**src/rtl/eth_rx.sv**
```systemverilog
// eth_rx -- 10BASE-T Manchester receiver.
//
// Oversamples the raw line and recovers bit timing from mid-bit transitions.
// It strips the preamble/SFD and writes every frame byte, FCS included, into
// a byte-wide BRAM. The FCS is checked as a 32-bit CRC residue. Link pulses
// and the SOI tail never produce a write or a done pulse.
//
// Ports:
//   clk           system clock (CLK_PER_BIT cycles per Manchester bit)
//   rst           synchronous reset, active-high
//   rx_p          raw line input, asynchronous to clk
//   bram_wr_en    one-cycle byte write strobe
//   bram_wr_addr  write address; first byte after the SFD is at 0
//   bram_wr_data  received byte
//   rx_busy       high whenever the receiver is not in IDLE
//   rx_done       one-cycle pulse at the end of a frame that passed preamble
//   rx_len        bytes received including FCS; held until the next rx_done
//   rx_crc_ok     FCS residue correct; held with rx_len
//   rx_err        alignment or overflow error; held with rx_len
module eth_rx #(
    parameter int CLK_PER_BIT = 8,
    parameter int ADDR_W      = 10
) (
    input  logic              clk,
    input  logic              rst,
    input  logic              rx_p,
    output logic              bram_wr_en,
    output logic [ADDR_W-1:0] bram_wr_addr,
    output logic [7:0]        bram_wr_data,
    output logic              rx_busy,
    output logic              rx_done,
    output logic [ADDR_W:0]   rx_len,
    output logic              rx_crc_ok,
    output logic              rx_err
);

    localparam int T_MID  = 3 * CLK_PER_BIT / 4;
    localparam int T_LOSS = 2 * CLK_PER_BIT;
    localparam int T_W    = $clog2(T_LOSS + 1);
    localparam logic [T_W-1:0]  T_MID_C  = T_W'(T_MID);
    localparam logic [T_W-1:0]  T_LOSS_C = T_W'(T_LOSS);
    localparam logic [31:0]     POLY     = 32'h04C1_1DB7;
    localparam logic [31:0]     RESIDUE  = 32'hC704_DD7B;
    localparam logic [ADDR_W:0] CAP      = {1'b1, {ADDR_W{1'b0}}};
    localparam logic [ADDR_W:0] LEN_MIN  = (ADDR_W + 1)'(5);

    typedef enum logic [2:0] {
        S_WAIT_IDLE,
        S_IDLE,
        S_PREAMBLE,
        S_DATA,
        S_END
    } state_t;

    state_t state_q, state_d;

    // Line synchronizer and registered edge detector
    logic rx_meta_q, rx_sync_q, rx_last_q;
    logic edge_q, edge_d, level_q, level_d;

    // Timing and framing state
    logic [T_W-1:0]  t_q, t_d;
    logic            prev_bit_q, prev_bit_d;
    logic [3:0]      pre_cnt_q, pre_cnt_d;
    logic [7:0]      byte_q, byte_d;
    logic [2:0]      bit_cnt_q, bit_cnt_d;
    logic [ADDR_W:0] byte_cnt_q, byte_cnt_d;
    logic            ovf_q, ovf_d;
    logic [31:0]     crc_q, crc_d;

    // Registered outputs
    logic              wr_en_q, wr_en_d;
    logic [ADDR_W-1:0] wr_addr_q, wr_addr_d;
    logic [7:0]        wr_data_q, wr_data_d;
    logic              busy_q, busy_d;
    logic              done_q, done_d;
    logic [ADDR_W:0]   len_q, len_d;
    logic              crc_ok_q, crc_ok_d;
    logic              err_q, err_d;

    // Carrier loss outranks any edge seen in the same cycle.
    logic loss, accept;
    assign loss   = (t_q >= T_LOSS_C);
    assign accept = edge_q && (t_q >= T_MID_C) && !loss;

    assign edge_d  = rx_sync_q ^ rx_last_q;
    assign level_d = rx_sync_q;

    // ---------------- state register ----------------
    always_ff @(posedge clk) begin
        if (rst) state_q <= S_WAIT_IDLE;
        else     state_q <= state_d;
    end

    // ---------------- next-state logic ----------------
    always_comb begin
        state_d = state_q;
        unique case (state_q)
            S_WAIT_IDLE: if (loss) state_d = S_IDLE;
            S_IDLE:      if (edge_q) state_d = S_PREAMBLE;
            S_PREAMBLE: begin
                if (loss) begin
                    state_d = S_IDLE;
                end else if (accept && (level_q == prev_bit_q)) begin
                    // Repeated bit: "11" after a long enough run is the SFD end,
                    // anything else is a broken preamble.
                    if (level_q && (pre_cnt_q >= 4'd8)) state_d = S_DATA;
                    else                                state_d = S_WAIT_IDLE;
                end
            end
            S_DATA:  if (loss) state_d = S_END;
            S_END:   state_d = S_IDLE;
            default: state_d = S_WAIT_IDLE;
        endcase
    end

    // ---------------- datapath ----------------
    always_comb begin
        t_d        = t_q;
        prev_bit_d = prev_bit_q;
        pre_cnt_d  = pre_cnt_q;
        byte_d     = byte_q;
        bit_cnt_d  = bit_cnt_q;
        byte_cnt_d = byte_cnt_q;
        ovf_d      = ovf_q;
        crc_d      = crc_q;
        wr_en_d    = 1'b0;
        wr_addr_d  = wr_addr_q;
        wr_data_d  = wr_data_q;

        // In IDLE any edge is taken as mid-bit; elsewhere only late edges.
        if ((state_q == S_IDLE) ? edge_q : accept) t_d = '0;
        else if (t_q < T_LOSS_C)                   t_d = t_q + 1'b1;

        unique case (state_q)
            S_IDLE: begin
                if (edge_q) begin
                    prev_bit_d = level_q;
                    pre_cnt_d  = 4'd0;
                end
            end
            S_PREAMBLE: begin
                byte_cnt_d = '0;
                bit_cnt_d  = 3'd0;
                ovf_d      = 1'b0;
                crc_d      = 32'hFFFF_FFFF;
                if (accept && (level_q != prev_bit_q)) begin
                    prev_bit_d = level_q;
                    if (pre_cnt_q != 4'd15) pre_cnt_d = pre_cnt_q + 4'd1;
                end
            end
            S_DATA: begin
                if (accept) begin
                    byte_d    = {level_q, byte_q[7:1]};
                    crc_d     = (crc_q << 1) ^ ({32{level_q ^ crc_q[31]}} & POLY);
                    bit_cnt_d = bit_cnt_q + 3'd1;
                    if (bit_cnt_q == 3'd7) begin
                        if (byte_cnt_q == CAP) begin
                            ovf_d = 1'b1;
                        end else begin
                            wr_en_d    = 1'b1;
                            wr_addr_d  = byte_cnt_q[ADDR_W-1:0];
                            wr_data_d  = {level_q, byte_q[7:1]};
                            byte_cnt_d = byte_cnt_q + 1'b1;
                        end
                    end
                end
            end
            default: ;
        endcase
    end

    // ---------------- output logic ----------------
    always_comb begin
        busy_d   = (state_d != S_IDLE);
        done_d   = 1'b0;
        len_d    = len_q;
        crc_ok_d = crc_ok_q;
        err_d    = err_q;
        if (state_q == S_END) begin
            done_d   = 1'b1;
            len_d    = byte_cnt_q;
            err_d    = ovf_q || (bit_cnt_q != 3'd0);
            crc_ok_d = (crc_q == RESIDUE) && (byte_cnt_q >= LEN_MIN)
                       && !(ovf_q || (bit_cnt_q != 3'd0));
        end
    end

    always_ff @(posedge clk) begin
        if (rst) begin
            rx_meta_q  <= 1'b0;
            rx_sync_q  <= 1'b0;
            rx_last_q  <= 1'b0;
            edge_q     <= 1'b0;
            level_q    <= 1'b0;
            t_q        <= '0;
            prev_bit_q <= 1'b0;
            pre_cnt_q  <= 4'd0;
            byte_q     <= 8'd0;
            bit_cnt_q  <= 3'd0;
            byte_cnt_q <= '0;
            ovf_q      <= 1'b0;
            crc_q      <= 32'hFFFF_FFFF;
            wr_en_q    <= 1'b0;
            wr_addr_q  <= '0;
            wr_data_q  <= 8'd0;
            busy_q     <= 1'b0;
            done_q     <= 1'b0;
            len_q      <= '0;
            crc_ok_q   <= 1'b0;
            err_q      <= 1'b0;
        end else begin
            rx_meta_q  <= rx_p;
            rx_sync_q  <= rx_meta_q;
            rx_last_q  <= rx_sync_q;
            edge_q     <= edge_d;
            level_q    <= level_d;
            t_q        <= t_d;
            prev_bit_q <= prev_bit_d;
            pre_cnt_q  <= pre_cnt_d;
            byte_q     <= byte_d;
            bit_cnt_q  <= bit_cnt_d;
            byte_cnt_q <= byte_cnt_d;
            ovf_q      <= ovf_d;
            crc_q      <= crc_d;
            wr_en_q    <= wr_en_d;
            wr_addr_q  <= wr_addr_d;
            wr_data_q  <= wr_data_d;
            busy_q     <= busy_d;
            done_q     <= done_d;
            len_q      <= len_d;
            crc_ok_q   <= crc_ok_d;
            err_q      <= err_d;
        end
    end

    assign bram_wr_en   = wr_en_q;
    assign bram_wr_addr = wr_addr_q;
    assign bram_wr_data = wr_data_q;
    assign rx_busy      = busy_q;
    assign rx_done      = done_q;
    assign rx_len       = len_q;
    assign rx_crc_ok    = crc_ok_q;
    assign rx_err       = err_q;

endmodule

```
**config.mk**
```make
export PLATFORM = sky130hd
export DESIGN_NAME = eth_rx
export DESIGN_NICKNAME = d
export VERILOG_FILES = /design/src/rtl/eth_rx.sv
export SDC_FILE = /design/constraint.sdc
export NUM_CORES = 1
export LEC_CHECK = 0
export CORE_MARGIN = 10
export CORE_UTILIZATION = 45
export DETAILED_ROUTE_END_ITERATION = 12
export PLACE_DENSITY_LB_ADDON = 0.3
export SLEW_MARGIN = 20
export SYNTH_ARGS = -nofsm -noshare
export SYNTH_HDL_FRONTEND = slang
export SYNTH_SLANG_ARGS = --single-unit
```
**constraint.sdc**
```tcl
create_clock -name clk -period 3.35 [get_ports clk]
set_input_delay 0.67 -clock clk [delete_from_list [all_inputs] [get_ports clk]]
set_output_delay 0.67 -clock clk [all_outputs]
set_load 0.01 [all_outputs]
```
==> results.md <==
* Post-Syn Area per Cell at 8.52 sq um
* Die ar. at 0.0146 sq mm
* Hold-critical path endpoint: level_d
* CTS buffer count at 9
* Die X at 121 um
* Seq/Total Area, Yosys at 0.459
* Longest Clk Path Bufs at 2
* Fin Setup TNS at 0 ps
* Detail Route Antenna Nets at 0
* Drt drc at 0
* Synth top area cells: dfxtp_1 46%, nor2_1 6.1%, nand2_1 5.4%
* DR vias at 3691
* Dpl cell area at 0.00500 sq mm
* WP data arrival at 2710 ps
* Gr usage total at 0.140
* Hold Startpoint: rx_meta_q
* Average routed wire per standard cell at 14.2 um
* Slowest CP cell: and2_1
* Final setup skew at 10.3 ps
* # diodes at 0
* GR Layer Usage met2 at 0.227
* Worst-margin pin slew at 900 ps
* Detailed Place HPWL at 6760 um
* Data required, critical path at 3670 ps
* Row cnt at 36
* Cell taking the most area after synthesis: dfxtp_1
* Largest net degree at the start of global routing at 42
* Die Height at 121 um
* Worst-Skew Late Latency at 390 ps
* Vias/cell at 5.32
* Worst-path clk slew at 110 ps
* VDD IR-drop max at 0.265 mV
* Reg2reg path depth at 7
* IO Port Bufs at 36
* RSZ-0062 raised after global routing: false
* Layout fillers at 924
* Fin area at 0.00519 sq mm
* Number of synthesized flops with an enable pin at 0
* CP endpoint kind: flip-flop
* GRT met3 Usage at 0.0349
* Maxcap violations at 0
* Final hold vios at 0
* Max Slew Vio Count at 0
* Post-CTS Hold Buffers at 0
* Status: complete, no violations
* Terminus of the critical flop-to-flop path: bram_wr_data[5]
* Final WL at 9860 um
* Synth Register Bits at 105
* Setup ws final at 960 ps
* Achievable Freq at 418 MHz
* Sink Count at 105
* Critical path class: flip-flop to flip-flop
* Period utilisation layout at 0.713
* Max FO, Critical Path at 19
* Max-Slew Margin vs Limit at 0.400
* Layer with the highest usage: met2
* Reg2Reg Launch Point: byte_cnt_q[0]
* Power Dens Cells at 401 mW/mm^2
* First-pass GRT wire length at 17100 um
* Area Growth Syn to Fin at 13.4%
* Post-Syn Instances at 538
* Met1 usage in global routing at 0.176
* Hold Path Stages at 1
* I/O pin cnt at 37
* Initial DRC count at 229
* Total grt overflow at 0
* LEAKAGE at 1.89 nW
* Syn_nets at 551
* Layout Nets at 569
* Netlist cell types at 55
* Top-count cell post-synth: dfxtp_1
* Number of global-route vias before repair at 3584
* Type of the worst min-delay path: flip-flop to flip-flop
* DR pass1 iterations at 5
* Post-synth top area share at 0.459
* Max incr delay on CP at 610 ps
* CTS tree: yes
* Post-CTS Setup Bufs at 0
* Synthesized cell area at 0.00458 sq mm
* Clock root buffer: clkbuf_8
* Core ar. at 0.00986 sq mm
* Most used DFF post-synth: dfxtp_1
* Starting Density at 0.464
* Share of post-route cells with drive strength above 1 at 0.0624
* Setup violators final at 0
* Crit-path cells: inv_1 -> ha_1 -> and3b_1 -> a31oi_4 -> and2_1 -> nand2_1 -> a21oi_1
* Yosys Warn Count at 0
* Initial antenna violation count at 0
* CP Launch Type: flip-flop
* H-tree depth at 3
* FF-to-FF setup slack at 960 ps
* Ys async rst share at 0
* Placer Congestion at 0.837
* Minimum clock period after layout at 2390 ps
* DP Worst Slack at 1000 ps
* List of most frequent post-synthesis cells: 105 x dfxtp_1, 75 x nor2_1, 66 x nand2_1
* CTS resizes at 0
critical path: cells and delay by family, from the launching register on:
family                   cells  cell delay, ps
adder cells (fa/ha/maj)      1             210
flip-flops                   1             550
AND/OR/NAND/NOR              3             950
buffers and inverters        1             130
AO/OA/AOI/OAI                2             480
layer usage:
layer | wire (um) | share of wire
met2 | 4680 | 0.47
met5 | 0 | 0
met1 | 4630 | 0.47
met4 | 118 | 0.012
met3 | 437 | 0.044
stage by stage:
step	hold slack, ps	instances	util	power, W
6_report	441	694	0.527	0.00208
3_5_place_dp	424	678	0.507	0.00134
2_1_floorplan	414	538	-	0.00133
3_3_place_gp	424	678	0.507	0.00134
5_1_grt	456	694	0.527	0.00217
4_1_cts	447	694	0.527	0.00211
kinds of logic after synthesis:
logic type      synth area share
simple gates               0.240
compound gates             0.164
flops                      0.459
buf+inv                   0.0429
xor+xnor                  0.0478
fa+ha+maj                 0.0273
mux                       0.0197
worst max-delay path by stage:
stage                        startpoint              end  slack [ps]
final                     byte_cnt_q[0]  bram_wr_data[5]         960
after global routing      byte_cnt_q[0]  bram_wr_addr[0]         750
after CTS                 byte_cnt_q[0]  bram_wr_data[5]         970
after detailed placement  byte_cnt_q[0]  bram_wr_data[5]        1000
after global placement    byte_cnt_q[0]  bram_wr_addr[0]        1030
after floorplan           byte_cnt_q[0]   byte_cnt_q[10]        1360
sequential cells by signal (all words and copies together) (netlist names):
register,cells
byte_q,7
level_q,1
rx_meta_q,1
state_q,3
rx_busy,1
rx_err,1
rx_done,1
bram_wr_addr,10
crc_q,32
ovf_q,1
rx_crc_ok,1
edge_q,1
bram_wr_data,8
level_d,1
prev_bit_q,1
t_q,5
byte_cnt_q,11
pre_cnt_q,4
rx_len,11
bit_cnt_q,3
bram_wr_en,1
layout by cell type (no fill, tap or decap), drive strengths merged, types with 2 or more instances in the layout:
cell           instances
nand3b                 2
xnor2                 18
nor3                  34
inv                   18
or3                    3
or2                    3
nand4                  5
o2111ai                2
and2                   3
o21a                   2
nand4b                 5
nor4                   3
nor3b                  2
buf                    8
o211ai                 4
dfxtp                105
o21bai                31
nor2                  75
mux2i                  9
ha                    10
and3b                  2
a22oi                  2
nor2b                  8
clkbuf                 9
and3                   4
a31oi                  6
a21oi                 40
nand2b                 3
nand3                  7
xor2                   7
o21ai                 10
a211oi                 2
clkdlybuf4s50         35
o31ai                  4
or4                    2
nand2                 66
area by class of cell:
cell class,instances,area (sq um),area share
sequential,105,2100,0.405
clock buffer,9,124,0.0238
tap,133,166,0.0320
clock inverter,7,66.3,0.0128
timing repair buffer,43,408,0.0785
multi-input combinational,385,2280,0.440
inverter,12,45.0,0.00867
power breakdown:
group | switching [W] | internal, W
clock | 0.000476 | 0.000293
combinational | 0.0000303 | 0.0000223
sequential | 0.00000721 | 0.00125
total | 0.000513 | 0.00157
No activity file was read; power rests on OpenSTA's default activity.
